### src/rtl/cu_pkg.sv
// Shared encodings for the control unit: opcodes, ALU codes,
// sequencer states, instruction classes and the strobe bundle.
package cu_pkg;

    localparam logic [4:0] OP_LD   = 5'd0;
    localparam logic [4:0] OP_LDI  = 5'd1;
    localparam logic [4:0] OP_ST   = 5'd2;
    localparam logic [4:0] OP_ADD  = 5'd3;
    localparam logic [4:0] OP_SUB  = 5'd4;
    localparam logic [4:0] OP_AND  = 5'd5;
    localparam logic [4:0] OP_OR   = 5'd6;
    localparam logic [4:0] OP_SHR  = 5'd7;
    localparam logic [4:0] OP_SHRA = 5'd8;
    localparam logic [4:0] OP_SHL  = 5'd9;
    localparam logic [4:0] OP_ROR  = 5'd10;
    localparam logic [4:0] OP_ROL  = 5'd11;
    localparam logic [4:0] OP_ADDI = 5'd12;
    localparam logic [4:0] OP_ANDI = 5'd13;
    localparam logic [4:0] OP_ORI  = 5'd14;
    localparam logic [4:0] OP_MUL  = 5'd15;
    localparam logic [4:0] OP_DIV  = 5'd16;
    localparam logic [4:0] OP_NEG  = 5'd17;
    localparam logic [4:0] OP_NOT  = 5'd18;
    localparam logic [4:0] OP_BR   = 5'd19;
    localparam logic [4:0] OP_JR   = 5'd20;
    localparam logic [4:0] OP_JAL  = 5'd21;
    localparam logic [4:0] OP_IN   = 5'd22;
    localparam logic [4:0] OP_OUT  = 5'd23;
    localparam logic [4:0] OP_MFHI = 5'd24;
    localparam logic [4:0] OP_MFLO = 5'd25;
    localparam logic [4:0] OP_NOP  = 5'd26;
    localparam logic [4:0] OP_HALT = 5'd27;

    // ALU codes reuse the instruction opcodes; INC sits in unused space
    localparam logic [4:0] ALU_ADD = OP_ADD;
    localparam logic [4:0] ALU_INC = 5'd31;

    typedef enum logic [3:0] {
        RESET_ST,
        FETCH0,
        FETCH1,
        FETCH2,
        T3,
        T4,
        T5,
        T6,
        T7,
        PAUSED,
        HALTED
    } state_t;

    typedef enum logic [3:0] {
        C_NOP,
        C_ALU3,
        C_IMM,
        C_UNARY,
        C_LD,
        C_LDI,
        C_ST,
        C_MULDIV,
        C_BR,
        C_JR,
        C_JAL,
        C_MFHI,
        C_MFLO,
        C_IN,
        C_OUT,
        C_HALT
    } cls_t;

    typedef struct packed {
        logic pc_out;
        logic pc_in;
        logic ir_in;
        logic mar_in;
        logic mdr_in;
        logic mdr_out;
        logic rd;
        logic wr;
        logic y_in;
        logic z_in;
        logic zhi_out;
        logic zlo_out;
        logic hi_in;
        logic hi_out;
        logic lo_in;
        logic lo_out;
        logic c_out;
        logic gra;
        logic grb;
        logic grc;
        logic r_in;
        logic r_out;
        logic ba_out;
        logic con_in;
        logic outport_in;
        logic inport_out;
    } ctrl_t;

endpackage

### src/rtl/cu_decode.sv
// Opcode to instruction-class map; unknown opcodes fall
// through to the nop class.
module cu_decode
    import cu_pkg::*;
(
    input  logic [4:0] opcode,
    output cls_t       cls
);

    // pure combinational opcode classification
    always_comb begin
        cls = C_NOP;
        case (opcode)
            OP_ADD, OP_SUB, OP_AND, OP_OR, OP_SHR,
            OP_SHRA, OP_SHL, OP_ROR, OP_ROL: cls = C_ALU3;
            OP_ADDI, OP_ANDI, OP_ORI:         cls = C_IMM;
            OP_NEG, OP_NOT:                   cls = C_UNARY;
            OP_LD:                            cls = C_LD;
            OP_LDI:                           cls = C_LDI;
            OP_ST:                            cls = C_ST;
            OP_MUL, OP_DIV:                   cls = C_MULDIV;
            OP_BR:                            cls = C_BR;
            OP_JR:                            cls = C_JR;
            OP_JAL:                           cls = C_JAL;
            OP_MFHI:                          cls = C_MFHI;
            OP_MFLO:                          cls = C_MFLO;
            OP_IN:                            cls = C_IN;
            OP_OUT:                           cls = C_OUT;
            OP_HALT:                          cls = C_HALT;
            default:                          cls = C_NOP;
        endcase
    end

endmodule

### src/rtl/control_unit.sv
// Hardwired multi-cycle sequencer: fetch, per-class execute
// steps, memory wait stretching, pause and halt handling.
module control_unit
    import cu_pkg::*;
#(
    parameter int MEM_WAIT = 1
) (
    input  logic        clk,
    input  logic        clr,
    input  logic [31:0] IR,
    input  logic        CON_FF,
    input  logic        Stop,
    output logic        PCout,
    output logic        PCin,
    output logic        IRin,
    output logic        MARin,
    output logic        MDRin,
    output logic        MDRout,
    output logic        Read,
    output logic        Write,
    output logic        Yin,
    output logic        Zin,
    output logic        Zhighout,
    output logic        Zlowout,
    output logic        HIin,
    output logic        HIout,
    output logic        LOin,
    output logic        LOout,
    output logic        Cout,
    output logic        Gra,
    output logic        Grb,
    output logic        Grc,
    output logic        Rin,
    output logic        Rout,
    output logic        BAout,
    output logic        CONin,
    output logic        OutportIn,
    output logic        InPortout,
    output logic [4:0]  OpCode,
    output logic        Run
);

    localparam logic [2:0] WAIT_LAST = 3'(MEM_WAIT - 1);

    state_t     state;
    state_t     state_n;
    logic [2:0] wait_cnt;
    logic [2:0] wait_cnt_n;
    logic       wait_done;
    logic       fin;
    logic       run;
    logic [4:0] op;
    logic [4:0] ir_op;
    cls_t       cls;
    ctrl_t      c;
    logic       unused_ir;

    assign ir_op     = IR[31:27];
    assign unused_ir = ^IR[26:0];
    assign wait_done = (wait_cnt == WAIT_LAST);

    // IR is only stable from T3 on, so the class drives execute states
    cu_decode u_decode (
        .opcode (ir_op),
        .cls    (cls)
    );

    // state and memory wait counter registers
    always_ff @(posedge clk) begin
        if (!clr) begin
            state    <= RESET_ST;
            wait_cnt <= '0;
        end else begin
            state    <= state_n;
            wait_cnt <= wait_cnt_n;
        end
    end

    // next-state and Moore strobe decode
    always_comb begin
        c          = '0;
        op         = '0;
        run        = 1'b1;
        fin        = 1'b0;
        state_n    = state;
        wait_cnt_n = wait_cnt;
        case (state)
            RESET_ST: state_n = FETCH0;
            FETCH0: begin
                c.pc_out = 1'b1;
                c.mar_in = 1'b1;
                c.z_in   = 1'b1;
                op       = ALU_INC;
                state_n  = FETCH1;
            end
            FETCH1: begin
                c.zlo_out = 1'b1;
                c.pc_in   = 1'b1;
                c.rd      = 1'b1;
                if (wait_done) begin
                    c.mdr_in   = 1'b1;
                    wait_cnt_n = '0;
                    state_n    = FETCH2;
                end else begin
                    wait_cnt_n = wait_cnt + 3'd1;
                end
            end
            FETCH2: begin
                c.mdr_out = 1'b1;
                c.ir_in   = 1'b1;
                state_n   = T3;
            end
            T3: begin
                state_n = T4;
                case (cls)
                    C_ALU3, C_IMM: begin
                        c.grb   = 1'b1;
                        c.r_out = 1'b1;
                        c.y_in  = 1'b1;
                    end
                    C_UNARY: begin
                        c.grb   = 1'b1;
                        c.r_out = 1'b1;
                        c.z_in  = 1'b1;
                        op      = ir_op;
                    end
                    C_LD, C_LDI, C_ST: begin
                        c.grb    = 1'b1;
                        c.ba_out = 1'b1;
                        c.y_in   = 1'b1;
                    end
                    C_MULDIV: begin
                        c.gra   = 1'b1;
                        c.r_out = 1'b1;
                        c.y_in  = 1'b1;
                    end
                    C_BR: begin
                        c.gra    = 1'b1;
                        c.r_out  = 1'b1;
                        c.con_in = 1'b1;
                    end
                    C_JR: begin
                        c.gra   = 1'b1;
                        c.r_out = 1'b1;
                        c.pc_in = 1'b1;
                        fin     = 1'b1;
                    end
                    C_JAL: begin
                        c.pc_out = 1'b1;
                        c.grb    = 1'b1;
                        c.r_in   = 1'b1;
                    end
                    C_MFHI: begin
                        c.hi_out = 1'b1;
                        c.gra    = 1'b1;
                        c.r_in   = 1'b1;
                        fin      = 1'b1;
                    end
                    C_MFLO: begin
                        c.lo_out = 1'b1;
                        c.gra    = 1'b1;
                        c.r_in   = 1'b1;
                        fin      = 1'b1;
                    end
                    C_IN: begin
                        c.inport_out = 1'b1;
                        c.gra        = 1'b1;
                        c.r_in       = 1'b1;
                        fin          = 1'b1;
                    end
                    C_OUT: begin
                        c.gra        = 1'b1;
                        c.r_out      = 1'b1;
                        c.outport_in = 1'b1;
                        fin          = 1'b1;
                    end
                    C_HALT:  state_n = HALTED;
                    default: fin     = 1'b1;
                endcase
            end
            T4: begin
                state_n = T5;
                case (cls)
                    C_ALU3: begin
                        c.grc   = 1'b1;
                        c.r_out = 1'b1;
                        c.z_in  = 1'b1;
                        op      = ir_op;
                    end
                    C_IMM: begin
                        c.c_out = 1'b1;
                        c.z_in  = 1'b1;
                        op      = ir_op;
                    end
                    C_UNARY: begin
                        c.zlo_out = 1'b1;
                        c.gra     = 1'b1;
                        c.r_in    = 1'b1;
                        fin       = 1'b1;
                    end
                    C_LD, C_LDI, C_ST: begin
                        c.c_out = 1'b1;
                        c.z_in  = 1'b1;
                        op      = ALU_ADD;
                    end
                    C_MULDIV: begin
                        c.grb   = 1'b1;
                        c.r_out = 1'b1;
                        c.z_in  = 1'b1;
                        op      = ir_op;
                    end
                    C_BR: begin
                        c.pc_out = 1'b1;
                        c.y_in   = 1'b1;
                    end
                    C_JAL: begin
                        c.gra   = 1'b1;
                        c.r_out = 1'b1;
                        c.pc_in = 1'b1;
                        fin     = 1'b1;
                    end
                    default: fin = 1'b1;
                endcase
            end
            T5: begin
                state_n = T6;
                case (cls)
                    C_ALU3, C_IMM, C_LDI: begin
                        c.zlo_out = 1'b1;
                        c.gra     = 1'b1;
                        c.r_in    = 1'b1;
                        fin       = 1'b1;
                    end
                    C_LD, C_ST: begin
                        c.zlo_out = 1'b1;
                        c.mar_in  = 1'b1;
                    end
                    C_MULDIV: begin
                        c.zlo_out = 1'b1;
                        c.lo_in   = 1'b1;
                    end
                    C_BR: begin
                        c.c_out = 1'b1;
                        c.z_in  = 1'b1;
                        op      = ALU_ADD;
                    end
                    default: fin = 1'b1;
                endcase
            end
            T6: begin
                state_n = T7;
                case (cls)
                    C_LD: begin
                        c.rd = 1'b1;
                        if (wait_done) begin
                            c.mdr_in   = 1'b1;
                            wait_cnt_n = '0;
                        end else begin
                            wait_cnt_n = wait_cnt + 3'd1;
                            state_n    = T6;
                        end
                    end
                    C_ST: begin
                        c.gra    = 1'b1;
                        c.r_out  = 1'b1;
                        c.mdr_in = 1'b1;
                    end
                    C_MULDIV: begin
                        c.zhi_out = 1'b1;
                        c.hi_in   = 1'b1;
                        fin       = 1'b1;
                    end
                    C_BR: begin
                        c.zlo_out = 1'b1;
                        c.pc_in   = CON_FF;
                        fin       = 1'b1;
                    end
                    default: fin = 1'b1;
                endcase
            end
            T7: begin
                case (cls)
                    C_LD: begin
                        c.mdr_out = 1'b1;
                        c.gra     = 1'b1;
                        c.r_in    = 1'b1;
                        fin       = 1'b1;
                    end
                    C_ST: begin
                        c.wr = 1'b1;
                        if (wait_done) begin
                            wait_cnt_n = '0;
                            fin        = 1'b1;
                        end else begin
                            wait_cnt_n = wait_cnt + 3'd1;
                        end
                    end
                    default: fin = 1'b1;
                endcase
            end
            PAUSED: begin
                run = 1'b0;
                if (!Stop) state_n = FETCH0;
            end
            HALTED:  run     = 1'b0;
            default: state_n = RESET_ST;
        endcase
        if (fin) state_n = Stop ? PAUSED : FETCH0;
    end

    assign PCout     = c.pc_out;
    assign PCin      = c.pc_in;
    assign IRin      = c.ir_in;
    assign MARin     = c.mar_in;
    assign MDRin     = c.mdr_in;
    assign MDRout    = c.mdr_out;
    assign Read      = c.rd;
    assign Write     = c.wr;
    assign Yin       = c.y_in;
    assign Zin       = c.z_in;
    assign Zhighout  = c.zhi_out;
    assign Zlowout   = c.zlo_out;
    assign HIin      = c.hi_in;
    assign HIout     = c.hi_out;
    assign LOin      = c.lo_in;
    assign LOout     = c.lo_out;
    assign Cout      = c.c_out;
    assign Gra       = c.gra;
    assign Grb       = c.grb;
    assign Grc       = c.grc;
    assign Rin       = c.r_in;
    assign Rout      = c.r_out;
    assign BAout     = c.ba_out;
    assign CONin     = c.con_in;
    assign OutportIn = c.outport_in;
    assign InPortout = c.inport_out;
    assign OpCode    = op;
    assign Run       = run;

endmodule
### config.mk
export PLATFORM = sky130hd
export DESIGN_NAME = control_unit
export DESIGN_NICKNAME = d
export VERILOG_FILES = /design/src/rtl/cu_pkg.sv /design/src/rtl/cu_decode.sv /design/src/rtl/control_unit.sv
export SDC_FILE = /design/constraint.sdc
export NUM_CORES = 1
export LEC_CHECK = 0
export CORE_ASPECT_RATIO = 0.5
export CORE_MARGIN = 10
export CORE_UTILIZATION = 44
export CTS_CLUSTER_DIAMETER = 30
export DETAILED_ROUTE_END_ITERATION = 8
export HOLD_SLACK_MARGIN = 0.06
export PLACE_DENSITY = 0.86
export SETUP_SLACK_MARGIN = 0.15
export SLEW_MARGIN = 30
export SYNTH_ARGS = -nofsm -noshare
export SYNTH_HDL_FRONTEND = slang
export SYNTH_SLANG_ARGS = --single-unit
export TNS_END_PERCENT = 30
### constraint.sdc
create_clock -name clk -period 13.55 [get_ports clk]
set_clock_uncertainty 0.1 [all_clocks]
set_input_delay 4.065 -clock clk [delete_from_list [all_inputs] [get_ports clk]]
set_output_delay 4.065 -clock clk [all_outputs]
set_load 0.01 [all_outputs]
==> results of run 1 <==
-- flip-flops by register name, summed over array words and instances, names as in the netlist --
signal	count
wait_cnt	3
state	4
-- logic make-up (layout without fill, tap and decap cells) --
| family | Yosys count | count (layout) | share of synthesized area |
|---|---|---|---|
| xor gates and xnor gates | 1 | 1 | 0.00591 |
| and+or+nand+nor | 100 | 100 | 0.340 |
| AOI/OAI and AO/OA | 89 | 89 | 0.416 |
| DFF | 7 | 7 | 0.0946 |
| adders and majority gates | 6 | 6 | 0.0507 |
| muxes | 1 | 1 | 0.00676 |
| buffers and inverters | 26 | 56 | 0.0862 |
-- worst register-to-register path: stages, from the launching register on --
cell      delay, ns
dfxtp_1        0.53
nand2b_1       0.17
nor3_1         0.73
nand3_1        0.36
nand2b_1       0.30
o221a_2        0.14
o21ai_0        0.22
and3_1         0.18
-- routing by layer --
layer	up-vias	wire, um	part of all wire	global-route usage
met5	-	0	0	0
met4	0	46	0.0091	0.0398
met3	12	669	0.13	0.0324
met2	164	2320	0.46	0.259
met1	856	2020	0.40	0.197
li1	917	-	-	-
-- where the power goes --
group          switching (uW)  leakage, uW  total, uW  internal, uW
combinational            91.6     0.000595        173          81.3
clock                    8.60    0.0000228       28.9          20.3
sequential               16.1    0.0000570       41.3          25.2
-- layout make-up --
type / instances / share of cell area
Multi-Input combinational cell: 197 / 0.640
Timing Repair Buffer: 42 / 0.217
Clock buffer: 4 / 0.0236
Inverter: 10 / 0.0196
Sequential cell: 7 / 0.0733
Tap cell: 40 / 0.0262
-- worst paths after layout --
| check | depth (start not counted) | slack (ns) | to | from |
|---|---|---|---|---|
| min reg2reg | 2 | 0.41 | wait_cnt[2] | wait_cnt[2] |
| max reg2reg | 7 | 10.76 | state[1] | state[2] |
| min | 2 | 0.41 | wait_cnt[2] | wait_cnt[2] |
| max | 11 | 1.93 | OpCode[2] | IR[27] |
-- metrics by stage --
step | utilization | instances | hold slack (ns) | instance area (um2) | power [uW]
after floorplan | - | 230 | 0.368 | 1480 | 136
after global placement | 0.593 | 295 | 0.379 | 1850 | 206
after detailed placement | 0.593 | 295 | 0.410 | 1850 | 209
after CTS | 0.608 | 299 | 0.417 | 1890 | 240
after global routing | 0.613 | 300 | 0.448 | 1910 | 261
final | 0.613 | 300 | 0.413 | 1910 | 243
-- synth_stat cells (all sizes together), types with 3 or more instances --
cell type / n / area [um2]
o31a: 3 / 26.3
o21ai: 28 / 140
a31oi: 6 / 37.5
o21bai: 3 / 22.5
and3: 3 / 18.8
o22ai: 3 / 18.8
ha: 6 / 75.1
nor4: 3 / 18.8
or2: 3 / 18.8
o211ai: 4 / 30.0
nand3: 5 / 25.0
nor2b: 7 / 43.8
a211oi: 3 / 27.5
nor3: 10 / 61.3
buf: 11 / 71.3
nand2: 20 / 77.6
dfxtp: 7 / 140
a21o: 4 / 30.0
o221a: 3 / 33.8
nand4: 5 / 31.3
inv: 10 / 37.5
nor2: 33 / 124
clkbuf: 5 / 18.8
o31ai: 4 / 40.0
nand2b: 6 / 37.5
a21oi: 12 / 60.1
==> summary.md, run 1 <==
| Metric | Value |
|---|---|
| Global-route usage over all layers | 0.153 |
| Max-cap violation count | 0 |
| Async set or reset register ratio after synthesis | 0 |
| Final Max Tran Viols | 0 |
| Worst VDD drop | slightly below 100 uV |
| Final setup fails | 0 |
| Mean routed wirelength per cell | approximately 17 um |
| Die width | ~100 um |
| Commonest non-fill, non-tap cell in the layout | clkdlybuf4s50_1 |
| Critical-path cell list | clkdlybuf4s50_1 > inv_1 > ha_1 > nor3_1 > o31a_1 > nor2_1 > o21ai_0 > a21oi_1 > o21ai_0 > o21ai_0 > clkdlybuf4s50_1 |
| CTS tree | done |
| Post-layout minimum cycle time | about 12 ns |
| Critical path class | in -> out |
| Nets | about 300 |
| Setup ws final | 1.93 ns |
| Clock transition at path regs | roughly 0.04 ns |
| DP HPWL | ~3.8 mm |
| Iteration-0 DRC Markers | roughly 330 |
| Placer Congestion | 0.932 |
| Post-Syn Instances | 230 |
| Postcts setup bufs | 0 |
| CTS resizes | 0 |
| Synth cell types | between 50 and 60 |
| 1st-pass router iterations | 5 |
| Global-route wire length before repair | slightly above 8 mm |
| Setup TNS | 0 ns |
| Port Buffers | 40 |
| Number of global-route vias before repair | approximately 1700 |
| Core area | ~3100 um2 |
| Worst slew margin | 0.386 |
| Top_reg_cell synth | dfxtp_1 |
| Worst EP required | roughly 9.4 ns |
| TritonCTS sink count | 7 |
| Initial Util | 0.475 |
| Via/cell ratio | between 6 and 7 |
| Post-synthesis sequential area ratio | 0.0946 |
| Diode count | 0 |
| Arr. time, crit path | between 7 and 8 ns |
| RSZ-0062 raised after global routing | no |
| Hold Fails Final Rpt | 0 |
| Vias | 1949 |
| Final worst-path cycle share | 0.858 |
| Critical Path Sink Type | output port |
| Synthesized area | around 1500 um2 |
| Post-synth EDFFs | 0 |
| Post-Syn Area per Cell | about 6.4 um2 |
| CTS root buf | clkbuf_8 |
| DRC errors left | 0 |
| Buffers & Inverters on Critical Path | 3 |
| Crit path max-delay cell type | clkdlybuf4s50_1 |
| CP Max Fanout | 13 |
| CP max stage delay | between 0.5 and 0.6 ns |
| Layout cell share with drive strength beyond 1 | 0.0615 |
| Net Count, Synth | 272 |
| Pwr dens | approximately 130 nW/um2 |
| Initial antenna violation count | 0 |
| Synth-to-Final Area Change | 29.0% |
| DRT Wirelength | ~5.0 mm |
| Rows | 14 |
| CTS Buffer Depth | 2 |
| Worst Hold Class | reg -> reg |
| Status | complete, no violations |
| Slew at the pin closest to its max-slew limit | around 0.9 ns |
| Leak | around 0.00068 uW |
| DIE AREA | just over 6000 um2 |
| TritonCTS Buffers | 3 |
| Hold_buf cts | 0 |
| Largest net degree at the start of global routing | 17 |
| Syn. warnings | 0 |
| Most used cell, CP | o21ai_0 |
| Pre-CTS setup slack | 1.85 ns |
| Reg area | about 140 um2 |
| Top Family by Delay on Critical Path | compound AO/OA/AOI/OAI gates |
| Num ports | just under 70 |
| Most frequent cells in the layout | 40 x clkdlybuf4s50_1, 33 x nor2_1, 28 x o21ai_0, 19 x nand2_1, 12 x a21oi_1 |
| Global route overflow | 0 |
| Fmax | approximately 86 MHz |
| Worst-Skew Late Latency | 0.23 ns |
| Synth Register Bits | 7 |
| Fillers | between 200 and 300 |
| Post-DRT Antenna Nets | 0 |
| # H-tree levels | 1 |
| CP startpoint kind | input pin |
| Area occupied by multi-input gates | approximately 1200 um2 |
| Die height | 61.0 um |
No activity file was read; power rests on OpenSTA's default activity.
==> run 2: changes to the inputs <==
- CORE_UTILIZATION: 44 -> 32
- PLACE_DENSITY: 0.86 -> 0.66
- SLEW_MARGIN: 30 -> default
==> summary.md, run 2 (synthesized netlist as in run 1, its figures left out) <==
| Metric | Value |
|---|---|
| DP HPWL | 3.85 mm (was 3.77 mm) |
| Crit path max-delay cell type | o31ai_2 (was clkdlybuf4s50_1) |
| Post-layout minimum cycle time | 11.88 ns (was 11.62 ns) |
| 1st-pass router iterations | 6 (was 5) |
| Worst VDD drop | 71.7 uV (was 96.6 uV) |
| Placed cells | 312 (was 295) |
| Fin cells | 316 (was 300) |
| Reg area | 140 um2 (unchanged) |
| Via/cell ratio | 6.02 (was 6.50) |
| Hold Fails Final Rpt | 0 (unchanged) |
| Die width | 116 um (was 102 um) |
| Final Max Tran Viols | 0 (unchanged) |
| Placer Congestion | 0.928 (was 0.932) |
| Port Buffers | 40 (unchanged) |
| Post-DRT Antenna Nets | 0 (unchanged) |
| Part of the power in registers | 0.168 (was 0.170) |
| DRT Wirelength | 5.10 mm (was 5.05 mm) |
| Pwr dens | 125 nW/um2 (was 127 nW/um2) |
| Global-route wire length before repair | 8.33 mm (was 8.07 mm) |
| Slew at the pin closest to its max-slew limit | 1.15 ns (was 0.915 ns) |
| CTS tree | done (unchanged) |
| Iteration-0 DRC Markers | 281 (was 329) |
| Diode count | 0 (unchanged) |
| CP Max Fanout | 16 (was 13) |
| Global route overflow | 0 (unchanged) |
| P_int | 126 uW (was 127 uW) |
| Final worst-path cycle share | 0.876 (was 0.858) |
| Worst reg2reg setup slack | 10.83 ns (was 10.76 ns) |
| Nets | 302 (was 303) |
| CP max stage delay | 0.94 ns (was 0.56 ns) |
| Initial antenna violation count | 0 (unchanged) |
| Clock transition at path regs | 0.04 ns (about the same) |
| Number of global-route vias before repair | 1719 (was 1701) |
| Critical Path Sink Type | output port (unchanged) |
| Hold_buf cts | 0 (unchanged) |
| Fmax | 84.2 MHz (was 86.0 MHz) |
| Commonest non-fill, non-tap cell in the layout | clkdlybuf4s50_1 (unchanged) |
| Most frequent cells in the layout | 40 x clkdlybuf4s50_1, 33 x nor2_1, 28 x o21ai_0, 19 x nand2_1, 12 x a21oi_1 (unchanged) |
| Synth-to-Final Area Change | 29.3% (was 29.0%) |
| Sw Share | 0.472 (was 0.478) |
| # H-tree levels | 1 (unchanged) |
| RSZ-0062 raised after global routing | no (unchanged) |
| Vias | 1902 (was 1949) |
| DRC errors left | 0 (unchanged) |
| Largest net degree at the start of global routing | 17 (unchanged) |
| Critical path class | in -> out (unchanged) |
| Status | complete, no violations (unchanged) |
| Setup TNS | 0 ns (unchanged) |
| Num ports | 68 (unchanged) |
| Rows | 17 (was 14) |
| DIE AREA | 7920 um2 (was 6230 um2) |
| Combinational Power Share | 0.713 (was 0.711) |
| Worst slew margin | 0.233 (was 0.386) |
| Initial Util | 0.335 (was 0.475) |
| CTS root buf | clkbuf_8 (unchanged) |
| Leak | 0.000669 uW (was 0.000675 uW) |
| Worst EP required | 9.38 ns (about the same) |
| Layout cell share with drive strength beyond 1 | 0.0579 (was 0.0615) |
| Die height | 68.1 um (was 61.0 um) |
| CTS resizes | 0 (unchanged) |
| Critical-path cell list | clkdlybuf4s50_1 > ha_1 > nand2b_1 > a21oi_1 > o31ai_2 > nand4_1 > o21ai_0 > o21bai_1 > a21o_1 > clkdlybuf4s50_1 (was clkdlybuf4s50_1 > inv_1 > ha_1 > nor3_1 > o31a_1 > nor2_1 > o21ai_0 > a21oi_1 > o21ai_0 > o21ai_0 > clkdlybuf4s50_1) |
| CP startpoint kind | input pin (unchanged) |
| Most used cell, CP | clkdlybuf4s50_1 (was o21ai_0) |
| Sw power | 113 uW (was 116 uW) |
| Core area | 4420 um2 (was 3120 um2) |
| Fillers | 460 (was 289) |
| Top flop regs | state x4, wait_cnt x3 (unchanged) |
| TritonCTS Buffers | 3 (unchanged) |
| Arr. time, crit path | 7.71 ns (was 7.46 ns) |
| Final setup fails | 0 (unchanged) |
| Register name with the most flops | state (unchanged) |
| TritonCTS sink count | 7 (unchanged) |
| CTS Buffer Depth | 2 (unchanged) |
| Mean routed wirelength per cell | 16.1 um (was 16.8 um) |
| Postcts setup bufs | 0 (unchanged) |
| Max-cap violation count | 0 (unchanged) |
| Global-route usage over all layers | 0.125 (was 0.153) |
| Clock Power Share | 0.119 (about the same) |
| Worst-Skew Late Latency | 0.22 ns (was 0.23 ns) |
| Area occupied by multi-input gates | 1210 um2 (was 1220 um2) |
| Max reg flops | 4 (unchanged) |
| Worst Hold Class | reg -> reg (unchanged) |
[run 2: layer usage]
| layer | GRT usage | share of wire |
|---|---|---|
| met1 | 0.165 | 0.43 |
| met2 | 0.203 | 0.44 |
| met3 | 0.0297 | 0.12 |
| met4 | 0.0294 | 0.0061 |
| met5 | 0 | 0 |
[run 2: final cells by class]
type	count	area share
Multi-Input combinational cell	197	0.634
Tap cell	57	0.0372
Sequential cell	7	0.0732
Timing Repair Buffer	41	0.213
Clock buffer	4	0.0235
Inverter	10	0.0196
[run 2: power by group through the flow]
stage	logic [uW]	registers, uW	clock network, uW
after detailed placement	170	39.7	0
after global routing	186	41.8	30.5
after floorplan	107	29.0	0
after CTS	170	39.4	29.3
final	170	40.2	28.5
after global placement	169	39.9	0
[run 2: final timing paths]
path | startpoint | cells past startpoint | endpoint
max | IR[28] | 10 | OpCode[0]
min | wait_cnt[2] | 2 | wait_cnt[2]
max reg2reg | state[2] | 8 | state[3]
min reg2reg | wait_cnt[2] | 2 | wait_cnt[2]
[run 2: stage by stage]
stage / utilization / total power [uW] / cell area (um2) / hold WS [ns] / worst slack, ns
2_1_floorplan: - / 136 / 1480 / 0.368 / 3.52
3_3_place_gp: 0.423 / 209 / 1870 / 0.382 / 1.79
3_5_place_dp: 0.423 / 209 / 1870 / 0.403 / 1.79
4_1_cts: 0.433 / 239 / 1920 / 0.412 / 1.79
5_1_grt: 0.433 / 259 / 1920 / 0.447 / 1.51
6_report: 0.433 / 239 / 1920 / 0.412 / 1.67
[run 2: worst max-delay path: cells and delay by family]
kind | cells | cell delay (ns)
fa+ha+maj | 1 | 0.26
simple gates | 2 | 0.48
compound gates | 5 | 1.76
buf+inv | 2 | 1.13
==> run 3: changes to the inputs <==
- SKIP_CTS_REPAIR_TIMING: default -> 1
- clock period: 13.55 -> 11.5 ns (I/O delays scaled with it)
==> summary.md, run 3 (synthesized netlist as in run 1, its figures left out) <==
| Metric | Value |
|---|---|
| Status | complete, no violations (unchanged) |
| Post-DRT Antenna Nets | 0 (unchanged) |
| Register name with the most flops | state (unchanged) |
| TritonCTS Buffers | 3 (unchanged) |
| CP Max Fanout | 14 (was 16) |
| Worst-Skew Late Latency | 0.23 ns (was 0.22 ns) |
| DRT Wirelength | 5.34 mm (was 5.10 mm) |
| Clock transition at path regs | 0.04 ns (about the same) |
| Setup TNS | 0 ns (unchanged) |
| Pre-CTS setup slack | 1.19 ns (was 1.79 ns) |
| Fin cells | 318 (was 316) |
| TritonCTS sink count | 7 (unchanged) |
| Global-route wire length before repair | 8.53 mm (was 8.33 mm) |
| # H-tree levels | 1 (unchanged) |
| Final setup fails | 0 (unchanged) |
| Die height | 68.1 um (unchanged) |
| Arr. time, crit path | 6.82 ns (was 7.71 ns) |
| Diode count | 0 (unchanged) |
| DP HPWL | 4.08 mm (was 3.85 mm) |
| Max-cap violation count | 0 (unchanged) |
| Worst slew margin | 0.393 (was 0.233) |
| Leak | 0.000679 uW (was 0.000669 uW) |
| Commonest non-fill, non-tap cell in the layout | clkdlybuf4s50_1 (unchanged) |
| Critical Path Sink Type | output port (unchanged) |
| Setup ws final | 1.13 ns (was 1.67 ns) |
| Fin Hold WS | 0.405 ns (was 0.412 ns) |
| Rows | 17 (unchanged) |
| Fmax | between 90 and 100 MHz |
| Worst EP required | 7.95 ns (was 9.38 ns) |
| Iteration-0 DRC Markers | 183 (was 281) |
| Top Family by Delay on Critical Path | buffers and inverters (was compound AO/OA/AOI/OAI gates) |
| Fillers | 476 (was 460) |
| DIE AREA | 7920 um2 (unchanged) |
| Slew at the pin closest to its max-slew limit | 0.907 ns (was 1.15 ns) |
| Placed cells | 314 (was 312) |
| Hold Fails Final Rpt | 0 (unchanged) |
| Initial antenna violation count | 0 (unchanged) |
| Top flop regs | state x4, wait_cnt x3 (unchanged) |
| Initial Util | 0.335 (unchanged) |
| Layout cell share with drive strength beyond 1 | 0.0651 (was 0.0579) |
| Worst VDD drop | 63.5 uV (was 71.7 uV) |
| Critical path class | in -> out (unchanged) |
| Number of global-route vias before repair | 1705 (was 1719) |
| Port Buffers | 40 (unchanged) |
| CP startpoint kind | input pin (unchanged) |
| Fin area | 1930 um2 (was 1920 um2) |
| CP max stage delay | 0.71 ns (was 0.94 ns) |
| Mean routed wirelength per cell | 16.8 um (was 16.1 um) |
| Buffers & Inverters on Critical Path | 3 (was 2) |
| CTS root buf | clkbuf_8 (unchanged) |
| Critical-path cell list | clkdlybuf4s50_1 > inv_1 > ha_1 > mux2i_1 > o221a_2 > nor2_1 > nor2_1 > a221o_1 > a311o_1 > clkdlybuf4s50_1 (was clkdlybuf4s50_1 > ha_1 > nand2b_1 > a21oi_1 > o31ai_2 > nand4_1 > o21ai_0 > o21bai_1 > a21o_1 > clkdlybuf4s50_1) |
| Global route overflow | 0 (unchanged) |
| Vias | 1885 (was 1902) |
| Worst Hold Class | reg -> reg (unchanged) |
| Final worst-path cycle share | 0.902 |
| 1st-pass router iterations | 5 (was 6) |
| Crit path max-delay cell type | nor2_1 (was o31ai_2) |
| CTS Buffer Depth | 2 (unchanged) |
| Global-route usage over all layers | 0.129 (was 0.125) |
| Placer Congestion | 0.929 (was 0.928) |
| CTS tree | done (unchanged) |
| Final Max Tran Viols | 0 (unchanged) |
| Pwr dens | 148 nW/um2 (was 125 nW/um2) |
| Nets | 304 (was 302) |
| Synth-to-Final Area Change | 30.3% (was 29.3%) |
| RSZ-0062 raised after global routing | no (unchanged) |
| Max reg flops | 4 (unchanged) |
| Die width | 116 um (unchanged) |
| Largest net degree at the start of global routing | 17 (unchanged) |
| DRC errors left | 0 (unchanged) |
| Via/cell ratio | 5.93 (was 6.02) |
| Num ports | 68 (unchanged) |
| Core area | 4420 um2 (unchanged) |
| Post-DP Area | 1890 um2 (was 1870 um2) |
| Most frequent cells in the layout | 40 x clkdlybuf4s50_1, 33 x nor2_1, 28 x o21ai_0, 19 x nand2_1, 12 x a21oi_1 (unchanged) |
| Post-layout minimum cycle time | about 10 ns |
run 3: cell count changes in the layout (fill, tap and decap cells not counted):
cell   delta
buf_4     +2
run 3: power breakdown:
part | switching [uW] | internal (uW) | leakage, uW
sequential | 17.2 | 29.7 | 0.0000570
combinational | 107 | 96.1 | 0.000599
clock | 10.8 | 24.0 | 0.0000228
run 3: worst register-to-register path, cell delays in order (launching register included):
cell and delay, ns:
dfxtp_1 0.52, inv_1 0.16, nor2_1 0.32, nand2_1 0.32, nor2_1 0.29, o21ai_0 0.13, a31oi_1 0.40, nor3b_2 0.13
o221a_1 0.27
run 3: final timing paths:
| path | startpoint | endpoint | slack (ns) | cells past startpoint |
|---|---|---|---|---|
| max | IR[27] | Gra | 1.13 | 10 |
| min | wait_cnt[2] | wait_cnt[2] | 0.40 | 2 |
| max reg2reg | state[2] | state[3] | 8.75 | 8 |
| min reg2reg | wait_cnt[2] | wait_cnt[2] | 0.40 | 2 |
run 3: through the flow:
| stage | utilization | power, uW |
|---|---|---|
| floorplan | - | 161 |
| global placement | 0.426 | 248 |
| detailed placement | 0.426 | 249 |
| CTS | 0.436 | 286 |
| global route | 0.436 | 308 |
| finish | 0.436 | 285 |
run 3: final cells by class:
class                      instances  area, um2  area share
clock buffer                       4       45.0      0.0233
multi-input combinational        197       1210       0.629
timing repair buffer              43        423       0.219
inverter                          10       37.5      0.0194
sequential                         7        140      0.0726
tap                               57       71.3      0.0369
run 3: metal layers:
layer,vias up,global-route usage,part of all wire
li1,920,-,-
met1,862,0.168,0.44
met2,99,0.218,0.46
met3,4,0.0262,0.10
met4,0,0.0232,0.0021
met5,-,0,0
